==> src/rtl/rv32i_mem_arbiter.sv <==
// Shares one single-ported memory between the RV32I fetch unit and the load/store unit.
// Each access runs IDLE -> FETCH/DATA -> RESP; bad requests skip memory and go straight to RESP.
module rv32i_mem_arbiter #(
  parameter int unsigned STARVE_LIMIT = 4
) (
  input  logic        clk,
  input  logic        rst_n,
  input  logic        if_req,
  input  logic [31:0] if_addr,
  output logic [31:0] if_rdata,
  output logic        if_valid,
  output logic        if_err,
  input  logic        ls_req,
  input  logic        ls_we,
  input  logic [2:0]  ls_funct3,
  input  logic [31:0] ls_addr,
  input  logic [31:0] ls_wdata,
  output logic [31:0] ls_rdata,
  output logic        ls_done,
  output logic        ls_err,
  output logic        mem_req,
  output logic        mem_we,
  output logic [31:0] mem_addr,
  output logic [3:0]  mem_be,
  output logic [31:0] mem_wdata,
  input  logic [31:0] mem_rdata,
  input  logic        mem_ack
);

  localparam logic [3:0] LIMIT = 4'(STARVE_LIMIT);

  typedef enum logic [1:0] {
    S_IDLE,
    S_FETCH,
    S_DATA,
    S_RESP
  } state_t;

  state_t      r_state;
  state_t      w_next_state;
  logic [3:0]  r_starve_cnt;
  logic [2:0]  r_funct3;
  logic [1:0]  r_lane;
  logic        r_is_store;

  logic        r_mem_req;
  logic        r_mem_we;
  logic [31:0] r_mem_addr;
  logic [3:0]  r_mem_be;
  logic [31:0] r_mem_wdata;

  logic        r_if_valid;
  logic        r_if_err;
  logic [31:0] r_if_rdata;
  logic        r_ls_done;
  logic        r_ls_err;
  logic [31:0] r_ls_rdata;

  logic        w_fetch_win;
  logic        w_data_win;
  logic        w_if_misalign;
  logic        w_ls_illegal;
  logic        w_ls_misalign;
  logic        w_ls_bad;
  logic        w_ack;
  logic [3:0]  w_be;
  logic [31:0] w_wdata;
  logic [31:0] w_shifted;
  logic [31:0] w_load_ext;

  // Data normally wins; fetch only preempts once it has been passed over STARVE_LIMIT times.
  assign w_fetch_win   = if_req && (!ls_req || (r_starve_cnt == LIMIT));
  assign w_data_win    = ls_req && !w_fetch_win;
  assign w_if_misalign = |if_addr[1:0];
  assign w_ls_bad      = w_ls_illegal || w_ls_misalign;
  assign w_ack         = ((r_state == S_FETCH) || (r_state == S_DATA)) && r_mem_req && mem_ack;

  always_comb begin
    w_ls_illegal  = 1'b0;
    w_ls_misalign = 1'b0;
    if (ls_we) begin
      w_ls_illegal = ls_funct3[2] || (ls_funct3[1:0] == 2'b11);
    end else begin
      w_ls_illegal = (ls_funct3 == 3'b011) || (ls_funct3[2:1] == 2'b11);
    end
    if (ls_funct3[1:0] == 2'b01) begin
      w_ls_misalign = ls_addr[0];
    end else if (ls_funct3[1:0] == 2'b10) begin
      w_ls_misalign = |ls_addr[1:0];
    end
  end

  always_comb begin
    w_be    = 4'b1111;
    w_wdata = 32'h0;
    if (ls_we) begin
      case (ls_funct3[1:0])
        2'b00: begin
          w_be    = 4'b0001 << ls_addr[1:0];
          w_wdata = {4{ls_wdata[7:0]}};
        end
        2'b01: begin
          w_be    = ls_addr[1] ? 4'b1100 : 4'b0011;
          w_wdata = {2{ls_wdata[15:0]}};
        end
        default: begin
          w_be    = 4'b1111;
          w_wdata = ls_wdata;
        end
      endcase
    end
  end

  // Right-justify the addressed byte/half so extension only looks at the low bits.
  always_comb begin
    w_shifted  = mem_rdata >> {r_lane, 3'b000};
    w_load_ext = mem_rdata;
    case (r_funct3)
      3'b000:  w_load_ext = {{24{w_shifted[7]}}, w_shifted[7:0]};
      3'b001:  w_load_ext = {{16{w_shifted[15]}}, w_shifted[15:0]};
      3'b100:  w_load_ext = {24'h0, w_shifted[7:0]};
      3'b101:  w_load_ext = {16'h0, w_shifted[15:0]};
      default: w_load_ext = mem_rdata;
    endcase
  end

  always_comb begin
    w_next_state = r_state;
    case (r_state)
      S_IDLE: begin
        if (w_fetch_win) begin
          w_next_state = w_if_misalign ? S_RESP : S_FETCH;
        end else if (w_data_win) begin
          w_next_state = w_ls_bad ? S_RESP : S_DATA;
        end
      end
      S_FETCH, S_DATA: begin
        if (w_ack) begin
          w_next_state = S_RESP;
        end
      end
      S_RESP:  w_next_state = S_IDLE;
      default: w_next_state = S_IDLE;
    endcase
  end

  always_ff @(posedge clk or negedge rst_n) begin
    if (!rst_n) begin
      r_state <= S_IDLE;
    end else begin
      r_state <= w_next_state;
    end
  end

  always_ff @(posedge clk or negedge rst_n) begin
    if (!rst_n) begin
      r_starve_cnt <= '0;
    end else if (r_state == S_IDLE) begin
      if (w_data_win && if_req) begin
        if (r_starve_cnt != LIMIT) begin
          r_starve_cnt <= r_starve_cnt + 4'd1;
        end
      end else if (w_fetch_win || !if_req) begin
        r_starve_cnt <= '0;
      end
    end
  end

  always_ff @(posedge clk or negedge rst_n) begin
    if (!rst_n) begin
      r_funct3   <= '0;
      r_lane     <= '0;
      r_is_store <= 1'b0;
    end else if ((r_state == S_IDLE) && w_data_win) begin
      r_funct3   <= ls_funct3;
      r_lane     <= ls_addr[1:0];
      r_is_store <= ls_we;
    end
  end

  always_ff @(posedge clk or negedge rst_n) begin
    if (!rst_n) begin
      r_mem_req   <= 1'b0;
      r_mem_we    <= 1'b0;
      r_mem_addr  <= '0;
      r_mem_be    <= '0;
      r_mem_wdata <= '0;
    end else if (r_state == S_IDLE) begin
      if (w_fetch_win && !w_if_misalign) begin
        r_mem_req   <= 1'b1;
        r_mem_we    <= 1'b0;
        r_mem_addr  <= {if_addr[31:2], 2'b00};
        r_mem_be    <= 4'b1111;
        r_mem_wdata <= '0;
      end else if (w_data_win && !w_ls_bad) begin
        r_mem_req   <= 1'b1;
        r_mem_we    <= ls_we;
        r_mem_addr  <= {ls_addr[31:2], 2'b00};
        r_mem_be    <= w_be;
        r_mem_wdata <= w_wdata;
      end
    end else if (w_ack) begin
      r_mem_req   <= 1'b0;
      r_mem_we    <= 1'b0;
      r_mem_addr  <= '0;
      r_mem_be    <= '0;
      r_mem_wdata <= '0;
    end
  end

  // Completion outputs are loaded on the edge entering RESP, so they pulse for exactly that cycle.
  always_ff @(posedge clk or negedge rst_n) begin
    if (!rst_n) begin
      r_if_valid <= 1'b0;
      r_if_err   <= 1'b0;
      r_if_rdata <= '0;
      r_ls_done  <= 1'b0;
      r_ls_err   <= 1'b0;
      r_ls_rdata <= '0;
    end else begin
      r_if_valid <= 1'b0;
      r_if_err   <= 1'b0;
      r_if_rdata <= '0;
      r_ls_done  <= 1'b0;
      r_ls_err   <= 1'b0;
      r_ls_rdata <= '0;
      if (r_state == S_IDLE) begin
        if (w_fetch_win && w_if_misalign) begin
          r_if_valid <= 1'b1;
          r_if_err   <= 1'b1;
        end else if (w_data_win && w_ls_bad) begin
          r_ls_done <= 1'b1;
          r_ls_err  <= 1'b1;
        end
      end else if (w_ack) begin
        if (r_state == S_FETCH) begin
          r_if_valid <= 1'b1;
          r_if_rdata <= mem_rdata;
        end else begin
          r_ls_done  <= 1'b1;
          r_ls_rdata <= r_is_store ? 32'h0 : w_load_ext;
        end
      end
    end
  end

  assign mem_req   = r_mem_req;
  assign mem_we    = r_mem_we;
  assign mem_addr  = r_mem_addr;
  assign mem_be    = r_mem_be;
  assign mem_wdata = r_mem_wdata;
  assign if_valid  = r_if_valid;
  assign if_err    = r_if_err;
  assign if_rdata  = r_if_rdata;
  assign ls_done   = r_ls_done;
  assign ls_err    = r_ls_err;
  assign ls_rdata  = r_ls_rdata;

endmodule

==> config.mk <==
export PLATFORM = sky130hd
export DESIGN_NAME = rv32i_mem_arbiter
export DESIGN_NICKNAME = d
export VERILOG_FILES = /design/src/rtl/rv32i_mem_arbiter.sv
export SDC_FILE = /design/constraint.sdc
export NUM_CORES = 1
export LEC_CHECK = 0
export ABC_AREA = 1
export CORE_MARGIN = 10
export CORE_UTILIZATION = 40
export DETAILED_ROUTE_END_ITERATION = 7
export PLACE_DENSITY = 0.8
export SYNTH_ARGS = -nofsm -noshare
export SYNTH_HDL_FRONTEND = slang
export SYNTH_SLANG_ARGS = --single-unit
==> constraint.sdc <==
create_clock -name clk -period 2.2 [get_ports clk]
set_input_delay 0.44 -clock clk [delete_from_list [all_inputs] [get_ports clk]]
set_output_delay 0.44 -clock clk [all_outputs]
set_load 0.01 [all_outputs]
==> summary.md, run 1 <==
| Metric | Value |
|---|---|
| Status | finished with violations |
| Failing checks | negative hold slack |
| Gr ovfl total | 0 |
| FFs w/ async S/R, synth | 100% |
| Synth-to-layout area growth | 48.0% |
| Fmax | 522 MHz |
| Horiz. Die Dim | 157 um |
| Routed WL | 26.6 mm |
| Multi-input gate area | between 0.003 and 0.004 mm2 |
| Ys Warns | 0 |
| ANT nets after route | 0 |
| Synth Instances | 1,022 |
| Detail Placement HPWL | 19.5 mm |
| Top cells by area, synth | dfrtp_1 50%, nand2_1 16%, nor2_1 7.8% |
| Placeable Area | 0.0181 mm2 |
| P_leak | between 5 and 6 nW |
| Max incr delay on CP | between 0.3 and 0.4 ns |
| 1st-iter DRT viols | 540 |
| Synth Cell Area | 0.00748 mm2 |
| Worst hold margin | -0.00919 ns |
| GP Congestion | 0.905 |
| FF/Latch Area | between 0.003 and 0.004 mm2 |
| Arrival @ worst endpoint | 2.27 ns |
| TritonRoute pass-1 iters | 6 |
| First-pass GRT wire length | 41.4 mm |
| Clk root buf | clkbuf_16 |
| Critical path's slowest cell | dfrtp_1 |
| Final Hold Fails | 15 |
| Slew Limit Fails | 0 |
| Total power divided by cell area | 1110 mW/mm2 |
| Setup crit start kind | register |
| Worst Tran Pin Value | 0.597 ns |
| Most frequent cells after synthesis | 315 x nand2_1, 156 x nor2_1, 148 x dfrtp_1 |
| Total track usage | a little over a fifth |
| Avg Vias per Cell | 5.11 |
| Die area | 0.0246 mm2 |
| Nets | 1,421 |
| Clock Tree Buf Depth | 2 |
| Port bufs | approximately 270 |
| Routed WL per cell | ~17 um |
| Final routed DRC violation total | 0 |
| Busiest grt layer | met2 |
| Fillers | approximately 1,600 |
| Met1 usage | 24.8% |
| Final setup violation count | 0 |
| Fin crit period | between 1.5 and 2 ns |
| Crit path max-delay family | simple AND/OR/NAND/NOR gates |
| Post-synth EDFFs | 0 |
| DR vias | about 7,800 |
| RSZ-0062 raised after global routing | false |
| Most frequent cell on the critical path | nor2_1 |
| Clk sinks | 148 |
| Die height | 157 um |
| Initial Util | 41.2% |
| Vias in the first global route | approximately 7,700 |
| Worst min path class | primary input to asynchronous set/reset pin |
| Tcrit/Tclk final | 87.0% |
| # IOs | between 200 and 300 |
| Clk_lat worst skew | 0.43 ns |
| Post-synthesis cell type count | 26 |
| Cell taking the most area after synthesis | dfrtp_1 |
| CTS buffer count | 17 |
| Met3 Use GR | 7.95% |
| H-Tree Depth | 4 |
| Post-CTS Setup Bufs | 0 |
| Count leader, synth | nand2_1 |
| GRT met2 Usage | 35.1% |
| Cts hold-fix bufs | 0 |
| CTS tree | built |
| Fin Setup TNS | 0 ns |
| Initial antenna violation count | 0 |
| Final Skew | 0.0109 ns |
| Crit path kind | register to register |
| Yosys reg bits | 148 |
| Syn Area/Cell | approximately 7.3 um2 |
| CP required | 2.55 ns |
| Crit. End Element | register |
| Crit-path cells | inv_1 -> ha_2 -> nand3_1 -> nor2_1 -> nand3_2 -> inv_2 -> nand2_2 -> nor2_1 |
| Main flop type after synthesis | dfrtp_1 |
| Num rows | 49 |
| Largest net degree at the start of global routing | 58 |
| Seq/Total Area, Yosys | 49.5% |
| Cts repair resizes | 0 |
| Max Cap Violations | 0 |
| VDD IR max | 0.642 mV |
| Worst-path maximum fanout | 16 |
| Crit path buf inv count | 2 |
| Relative slew slack | 60.1% |
| Share of the synthesized area in the top cell type | 49.5% |
| Layout cells sized above 1 | 6.19% |
| Worst-path clk slew | 0.07 ns |
| ANT cells | 0 |
## stage by stage
stage | power, mW | area, um2 | cells | utilization [%] | setup WS, ns
detailed placement | 9.64 | 10500 | 1490 | 58.0 | -0.0113
finish | 12.3 | 11100 | 1522 | 61.0 | 0.286
floorplan | 6.83 | 7480 | 1023 | - | 0.536
global placement | 9.55 | 10500 | 1490 | 58.0 | 0.0424
CTS | 12.4 | 11100 | 1522 | 61.0 | 0.263
global route | 13.2 | 11100 | 1522 | 61.0 | 0.0949
## state kept, by name, indices dropped and copies added, names as in the netlist, 2 cells and up
| register | cells |
|---|---|
| r_funct3 | 3 |
| r_state | 2 |
| if_rdata | 32 |
| mem_addr | 30 |
| r_starve_cnt | 4 |
| r_lane | 2 |
| mem_be | 4 |
| ls_rdata | 32 |
| mem_wdata | 32 |
## report_power, final
group / leakage, nW / total [mW] / internal [mW] / switching, mW
Sequential: 1.99 / 3.96 / 3.50 / 0.456
Combinational: 3.35 / 5.65 / 2.47 / 3.18
Clock: 0.260 / 2.73 / 1.48 / 1.24
Total: 5.60 / 12.3 / 7.45 / 4.88
## layer usage
layer  share of wire (%)  wire [um]  up-vias
met1                  40      10500     3650
met5                   0          0        -
met4                 2.3        606        0
met2                  48      12800      338
li1                    -          -     3744
met3                  10       2690       45
## cells in the final DEF (no fill, tap or decap), drive strengths merged, types with 2 or more instances in the layout
cell | synthesis | routed
clkdlybuf4s50 | 0 | 271
dfrtp | 148 | 148
nand4 | 30 | 30
ha | 4 | 4
nand3 | 109 | 109
nor3 | 3 | 3
clkbuf | 31 | 19
xor2 | 2 | 2
nand2 | 319 | 319
nor2 | 156 | 156
o21ai | 55 | 55
conb | 1 | 2
clkinv | 2 | 9
a21oi | 39 | 39
clkinvlp | 0 | 3
buf | 36 | 34
inv | 84 | 87
## worst reg2reg max path, stage by stage (launching register included)
cell	delay (ns)
dfrtp_1	0.38
inv_1	0.06
ha_2	0.33
nand3_1	0.12
nor2_1	0.20
nand3_2	0.13
inv_2	0.18
nand2_2	0.25
nor2_1	0.19
## final timing paths
kind / startpoint / endpoint / slack (ns) / cells past startpoint
worst max-delay path: r_state[0] / ls_rdata[18] / 0.29 / 8
worst min register to register: mem_addr[14] / mem_addr[14] / 0.47 / 2
worst max register to register: r_state[0] / ls_rdata[18] / 0.29 / 8
max in group asynchronous: rst_n / mem_addr[25] / 1.51 / 2
min in group clk: mem_addr[14] / mem_addr[14] / 0.47 / 2
worst min-delay path: rst_n / ls_rdata[5] / -0.009 / 1
## cell type report
type / instances / share of cell area, %
clock buffers: 19 / 4.00
multi-input cells: 722 / 28.3
flip-flops and latches: 148 / 33.5
repair buffers: 305 / 27.8
inverters: 86 / 2.92
clock inverters: 13 / 0.927
well taps: 229 / 2.59
## kinds of logic after synthesis
family / Yosys count / share of synthesized area, %
fa+ha+maj: 4 / 0.669
simple gates: 617 / 34.3
compound gates: 97 / 6.59
other cells: 1 / 0.0502
buf+inv: 153 / 8.62
xor+xnor: 2 / 0.234
flops: 148 / 49.5
Power figures use the tool's default switching activity.
==> inputs of run 2 (changes only) <==
ABC_AREA = 0   (was 1)
CORE_MARGIN = 1   (was 10)
PLACE_DENSITY = 0.81   (was 0.8)
SKIP_LAST_GASP = 1   (was default)
==> run 2 against run 1 <==
Against the previous run:
- the flow now finishes without violations
- combinational power is 16% lower
- clock skew is 0.00056 ns lower
- utilization is 3.1 points higher
- cell area is 0.19% lower
- via count is 26% lower
- maximum frequency is 9.0% lower
- sequential cell count stayed put
- total power is 4.3% lower
- register-to-register slack worse by 0.19 ns
- sequential power is 3% lower
- largest power group unchanged
==> summary.md, run 2 <==
| Metric | Value |
|---|---|
| Status | finished, final reports clean (was finished with violations) |
| H-Tree Depth | 4 (unchanged) |
| Routed WL per cell | 19.1 um (was 17.5 um) |
| Post-synth EDFFs | 0 (unchanged) |
| CTS tree | built (unchanged) |
| Top cells by area, synth | dfrtp_1 53%, mux2i_1 9.4%, o2bb2ai_1 5.7% (was dfrtp_1 50%, nand2_1 16%, nor2_1 7.8%) |
| RSZ-0062 raised after global routing | false (unchanged) |
| VDD IR max | 0.636 mV (was 0.642 mV) |
| Seq/Total Area, Yosys | 52.6% (was 49.5%) |
| Most frequent cells in the layout | 271 x clkdlybuf4s50_1, 148 x dfrtp_1, 65 x mux2i_1 (was 315 x nand2_1, 271 x clkdlybuf4s50_1, 155 x nor2_1) |
| Post-synthesis cell type count | 49 (was 26) |
| Crit. End Element | register (unchanged) |
| Yosys reg bits | 148 (unchanged) |
| Final routed DRC violation total | 0 (unchanged) |
| Num rows | 48 (was 49) |
| Tcrit/Tclk final | 95.6% (was 87.0%) |
| Syn Area/Cell | 12.6 um2 (was 7.31 um2) |
| CP required | 2.51 ns (was 2.55 ns) |
| Commonest non-fill, non-tap cell in the layout | clkdlybuf4s50_1 (was nand2_1) |
| FFs w/ async S/R, synth | 100% (unchanged) |
| Nets | 1,001 (was 1,421) |
| Sw Ratio | 31.2% (was 39.6%) |
| Main flop type after synthesis | dfrtp_1 (unchanged) |
| Synth-to-layout area growth | 57.0% (was 48.0%) |
| R2r setup slk | 0.1 ns (was 0.29 ns) |
| Net Switching | 3.68 mW (was 4.88 mW) |
| Internal | 8.12 mW (was 7.45 mW) |
| Clk root buf | clkbuf_16 (unchanged) |
| Total power divided by cell area | 1070 mW/mm2 (was 1110 mW/mm2) |
| Placeable Area | 0.0172 mm2 (was 0.0181 mm2) |
| Clock Tree Buf Depth | 2 (unchanged) |
| Count leader, synth | dfrtp_1 (was nand2_1) |
| # IOs | 275 (unchanged) |
| Relative slew slack | 62.9% (was 60.1%) |
| P_leak | 4.91 nW (was 5.60 nW) |
| Avg Vias per Cell | 5.27 (was 5.11) |
| Gr ovfl total | 0 (unchanged) |
| Fillers | 1,351 (was 1,587) |
| Crit path kind | register to register (unchanged) |
| 1st-iter DRT viols | 281 (was 540) |
| Sequential share of power | 32.6% (was 32.1%) |
| GRT met2 Usage | 39.9% (was 35.1%) |
| Cell taking the most area after synthesis | dfrtp_1 (unchanged) |
| Fmax | 475 MHz (was 522 MHz) |
| Comb pwr share | 40.0% (was 45.8%) |
| Vias in the first global route | 5,978 (was 7,720) |
| Busiest grt layer | met2 (unchanged) |
| First-pass GRT wire length | 32.5 mm (was 41.4 mm) |
| Largest net degree at the start of global routing | 53 (was 58) |
| DR vias | 5,771 (was 7,777) |
| Worst Tran Pin Value | 0.557 ns (was 0.597 ns) |
| Final Hold Fails | 0 (was 15) |
| Util after Layout | 64.1% (was 61.0%) |
| Share of the synthesized area in the top cell type | 52.6% (was 49.5%) |
| Horiz. Die Dim | 135 um (was 157 um) |
| Final setup violation count | 0 (unchanged) |
| Port bufs | 272 (unchanged) |
| Reg-to-reg startpoint | r_starve_cnt[1] (was r_state[0]) |
| Met3 Use GR | 6.31% (was 7.95%) |
| ANT nets after route | 0 (unchanged) |
| Post-route worst setup slack | 0.0963 ns (was 0.286 ns) |
| Arrival @ worst endpoint | 2.42 ns (was 2.27 ns) |
| Met1 usage | 29.1% (was 24.8%) |
| Most frequent cells after synthesis | 148 x dfrtp_1, 66 x mux2i_1, 46 x o2bb2ai_1 (was 315 x nand2_1, 156 x nor2_1, 148 x dfrtp_1) |
| Slew Limit Fails | 0 (unchanged) |
| ANT cells | 0 (unchanged) |
| RR Endpoint | mem_wdata[5] (was ls_rdata[18]) |
| Routed WL | 20.9 mm (was 26.6 mm) |
| Worst r2r path cells | 8 (unchanged) |
| Detail Placement HPWL | 15.4 mm (was 19.5 mm) |
| TritonRoute pass-1 iters | 4 (was 6) |
| Worst-path clk slew | 0.06 ns (was 0.07 ns) |
| Dpl ws | -0.217 ns (was -0.0113 ns) |
| Crit path capture | mem_wdata[5] (was ls_rdata[18]) |
| CTS buffer count | 17 (unchanged) |
| Total track usage | 23.7% (was 21.2%) |
| Worst min path class | register to register (was primary input to asynchronous set/reset pin) |
| Clk sinks | 148 (unchanged) |
| Worst-path maximum fanout | 16 (unchanged) |
| Initial Util | 40.8% (was 41.2%) |
| Setup crit start kind | register (unchanged) |
| Layout cells sized above 1 | 18.2% (was 6.19%) |
| Die height | 135 um (was 157 um) |
| GP Congestion | 0.830 (was 0.905) |
| Synth Cell Area | 0.00704 mm2 (was 0.00748 mm2) |
| Synth Instances | 559 (was 1,022) |
| Ys Warns | 0 (unchanged) |
| Initial antenna violation count | 0 (unchanged) |
| Fin crit period | 2.10 ns (was 1.91 ns) |
| Die area | 0.0181 mm2 (was 0.0246 mm2) |
| Clk_lat worst skew | 0.42 ns (was 0.43 ns) |
| Final Skew | 0.0103 ns (was 0.0109 ns) |
| Worst Setup SP | r_starve_cnt[1] (was r_state[0]) |
| Clk pwr share | 27.4% (was 22.1%) |
| Max Cap Violations | 0 (unchanged) |
## run 2: changes by cell type in the layout (fill, tap and decap cells not counted), sizes merged, moves of 56 or more
cell     change
nand3      -107
nor2       -130
nand2      -300
inv         -71
mux2i       +66
o2bb2ai     +56
## run 2: stage by stage
step	hold WS [ns]	TNS, ns	cell area, um2	std cells	total power [mW]
floorplan	0.144	0	7040	560	6.25
global placement	0.431	-9.66	10300	1062	8.43
detailed placement	0.439	-12.49	10300	1062	8.51
CTS	0.492	0	11000	1092	11.8
global route	0.502	0	11000	1095	12.4
finish	0.487	0	11000	1095	11.8
## run 2: timing repair
action	CTS	global route
gates resized for setup	0	4
hold buffers	1	0
setup buffers	0	1
setup endpoints to repair	0	69
hold endpoints to repair	24	0
## run 2: logic make-up after synthesis
group,after synthesis,synth area share [%]
compound gates,100,12.9
fa+ha+maj,4,0.711
buf+inv,62,4.91
flops,148,52.6
mux,122,19.5
other cells,1,0.0533
simple gates,122,9.35
## run 2: power groups by stage
stage	Combinational (mW)	Clock, mW	Sequential, mW
after global routing	5.06	3.40	3.92
after detailed placement	4.64	0	3.87
after global placement	4.56	0	3.87
after CTS	4.67	3.28	3.85
after floorplan	2.26	0	3.99
final	4.72	3.23	3.85
## run 2: area by class of cell
| class | count | area [um2] | share of cell area [%] |
|---|---|---|---|
| multi-input cells | 350 | 3020 | 27.4 |
| clock buffers | 19 | 443 | 4.01 |
| inverters | 16 | 60.1 | 0.544 |
| flip-flops and latches | 148 | 3700 | 33.5 |
| clock inverters | 10 | 206 | 1.87 |
| repair buffers | 327 | 3330 | 30.1 |
| well taps | 225 | 282 | 2.55 |
## run 2: worst min path at each step
stage | slack [ns] | start | endpoint | cells past startpoint
2_1_floorplan | 0.14 | rst_n | if_err | 0
3_3_place_gp | 0.43 | rst_n | ls_rdata[4] | 1
3_5_place_dp | 0.44 | rst_n | ls_rdata[4] | 1
4_1_cts | 0.49 | mem_addr[16] | mem_addr[16] | 1
5_1_grt | 0.50 | mem_addr[29] | mem_addr[29] | 1
6_report | 0.49 | mem_addr[16] | mem_addr[16] | 1
## run 2: routing by layer
metal	share of wire, %	vias up
met3	7.3	30
met5	0	-
met4	2.0	0
met2	50	282
met1	41	2802
li1	-	2657
## run 2: critical path, cell delays in order (launching register included)
cell and delay [ns]:
dfrtp_1 0.40, inv_1 0.09, ha_2 0.19, nand4b_1 0.14, and3_4 0.23, a221oi_4 0.26
buf_6 0.17, buf_12 0.17, mux2_2 0.34
==> inputs of run 3 (changes only) <==
CORE_MARGIN = 4   (was 1)
==> run 3 against run 2 <==
Against the previous run:
- the flow now finishes with violations (negative hold slack)
- first-iteration DRC count down 25%
- worst hold slack lost 0.49 ns
- wire length is 4.0% higher
- critical path type is now primary input to register
- largest cell class unchanged
==> summary.md, run 3 (synthesized netlist as in run 2, its figures left out) <==
| Metric | Value |
|---|---|
| Status | finished with violations (was finished, final reports clean) |
| Failing checks | negative hold slack |
| Slew Limit Fails | 0 (unchanged) |
| Sw Ratio | 32.5% (was 31.2%) |
| Total track usage | 21.5% (was 23.7%) |
| Worst min path class | primary input to asynchronous set/reset pin (was register to register) |
| Internal | 7.90 mW (was 8.12 mW) |
| Most frequent cell on the critical path | buf_4 |
| CTS buffer count | 17 (unchanged) |
| Final Hold Fails | 17 (was 0) |
| Clk sinks | 148 (unchanged) |
| RSZ-0062 raised after global routing | true (was false) |
| Num rows | 48 (unchanged) |
| Critical path's slowest cell | clkdlybuf4s50_1 (was dfrtp_1) |
| Max Cap Violations | 0 (unchanged) |
| Port bufs | 272 (unchanged) |
| Fin crit period | 2.15 ns (was 2.10 ns) |
| Fin Setup TNS | 0 ns (unchanged) |
| Final routed DRC violation total | 0 (unchanged) |
| Clk root buf | clkbuf_16 (unchanged) |
| Fin cells | 1,099 (was 1,095) |
| Largest net degree at the start of global routing | 62 (was 53) |
| Nets | 1,002 (was 1,001) |
| Crit-path cells | clkdlybuf4s50_1 -> a221o_1 -> o41ai_4 -> buf_4 -> a221oi_4 -> buf_4 -> buf_6 -> mux2_1 (was inv_1 -> ha_2 -> nand4b_1 -> and3_4 -> a221oi_4 -> buf_6 -> buf_12 -> mux2_2) |
| DR vias | 5,764 (was 5,771) |
| Total power divided by cell area | 1060 mW/mm2 (was 1070 mW/mm2) |
| Placeable Area | 0.0173 mm2 (was 0.0172 mm2) |
| CTS tree | built (unchanged) |
| Clk pwr share | 26.8% (was 27.4%) |
| Synth-to-layout area growth | 56.4% (was 57.0%) |
| 1st-iter DRT viols | 212 (was 281) |
| Crit. End Element | register (unchanged) |
| Max incr delay on CP | 0.55 ns (was 0.40 ns) |
| Clk_lat worst skew | 0.42 ns (about the same) |
| Net Switching | 3.80 mW (was 3.68 mW) |
| Cts hold-fix bufs | 0 (was 1) |
| Fmax | 466 MHz (was 475 MHz) |
| Layout cells sized above 1 | 18.5% (was 18.2%) |
| Setup crit start kind | primary input (was register) |
| TritonRoute pass-1 iters | 4 (unchanged) |
| Initial antenna violation count | 0 (unchanged) |
| ANT cells | 0 (unchanged) |
| Final setup violation count | 0 (unchanged) |
| Final Skew | 0.00870 ns (was 0.0103 ns) |
| Die height | 141 um (was 135 um) |
| Worst-path maximum fanout | 10 (was 16) |
| Detail Placement HPWL | 16.4 mm (was 15.4 mm) |
| CP required | 2.51 ns (about the same) |
| Crit path buf inv count | 4 (was 3) |
| Clock Tree Buf Depth | 2 (unchanged) |
| Initial Util | 40.7% (was 40.8%) |
| # IOs | 275 (unchanged) |
| Worst hold margin | -0.00740 ns (was 0.487 ns) |
| First-pass GRT wire length | 32.8 mm (was 32.5 mm) |
| Commonest non-fill, non-tap cell in the layout | clkdlybuf4s50_1 (unchanged) |
| Routed WL | 21.8 mm (was 20.9 mm) |
| Relative slew slack | 54.2% (was 62.9%) |
| Worst-path clk slew | 0.06 ns (about the same) |
| GP Congestion | 0.873 (was 0.830) |
| Arrival @ worst endpoint | 2.45 ns (was 2.42 ns) |
| RR Endpoint | mem_wdata[27] (was mem_wdata[5]) |
| Worst r2r path cells | 8 (unchanged) |
| Vias in the first global route | 6,017 (was 5,978) |
| Most frequent cells in the layout | 271 x clkdlybuf4s50_1, 148 x dfrtp_1, 65 x mux2i_1 (unchanged) |
| P_leak | 4.90 nW (was 4.91 nW) |
| ANT nets after route | 0 (unchanged) |
| Routed WL per cell | 19.8 um (was 19.1 um) |
| Crit path kind | primary input to register (was register to register) |
| VDD IR max | 0.670 mV (was 0.636 mV) |
| Reg-to-reg startpoint | r_starve_cnt[1] (unchanged) |
| Avg Vias per Cell | 5.24 (was 5.27) |
| Tcrit/Tclk final | 97.6% (was 95.6%) |
| Placed Cells | 1,064 (was 1,062) |
| Gr ovfl total | 0 (unchanged) |
| R2r setup slk | 0.08 ns (was 0.1 ns) |
| Sequential share of power | 33.3% (was 32.6%) |
| Crit path max-delay family | buffers and inverters (unchanged) |
| Comb pwr share | 39.9% (was 40.0%) |
| Horiz. Die Dim | 141 um (was 135 um) |
| H-Tree Depth | 4 (unchanged) |
| Worst Tran Pin Value | 0.687 ns (was 0.557 ns) |
| Die area | 0.0198 mm2 (was 0.0181 mm2) |
run 3: cell types whose count changed in the layout (fill, tap and decap cells not counted), moves of 2 or more:
cell / change
bufinv_16: -2
inv_6: +3
buf_12: -2
buf_4: +4
clkinvlp_4: +2
clkinv_4: +2
run 3: worst max path at each step:
stage	startpoint	to	cells past startpoint
2_1_floorplan	r_starve_cnt[0]	mem_wdata[27]	9
3_3_place_gp	ls_funct3[0]	mem_wdata[27]	7
3_5_place_dp	ls_funct3[0]	mem_wdata[27]	7
4_1_cts	r_starve_cnt[1]	mem_wdata[27]	7
5_1_grt	r_starve_cnt[1]	mem_wdata[27]	8
6_report	ls_funct3[0]	mem_wdata[27]	8
run 3: power by group through the flow:
| stage | registers, mW | logic (mW) | clock network (mW) |
|---|---|---|---|
| floorplan | 3.99 | 2.26 | 0 |
| global placement | 3.90 | 4.53 | 0 |
| detailed placement | 3.91 | 4.62 | 0 |
| CTS | 3.89 | 4.63 | 3.19 |
| global route | 3.98 | 4.98 | 3.31 |
| finish | 3.89 | 4.67 | 3.13 |
run 3: area by class of cell:
cell class                 count  area (um2)
inverter                      16        60.1
fill                        1358        6290
clock buffer                  18         439
clock inverter                14         200
tap                          225         282
timing repair buffer         328        3290
multi-input combinational    350        3030
sequential                   148        3700
run 3: timing repair:
action	4_1_cts	5_1_grt
resized for setup	0	4
buffers inserted	0	2
setup endpoints to repair	0	30
run 3: per-layer routing:
metal	vias up	GRT usage (%)	routed length, um
met5	-	0	0
met4	0	6.17	403
met3	29	7.16	1920
li1	2653	-	-
met1	2820	26.2	8540
met2	262	36.5	10900
run 3: through the flow:
stage               area (um2)  util [%]  power [mW]  setup slack [ns]
global route             11000      63.6        12.3           -0.0272
detailed placement       10300      59.6        8.52            -0.322
global placement         10300      59.6        8.44            -0.290
finish                   11000      63.6        11.7            0.0533
CTS                      10900      63.3        11.7            0.0388
floorplan                 7040         -        6.25            0.0387
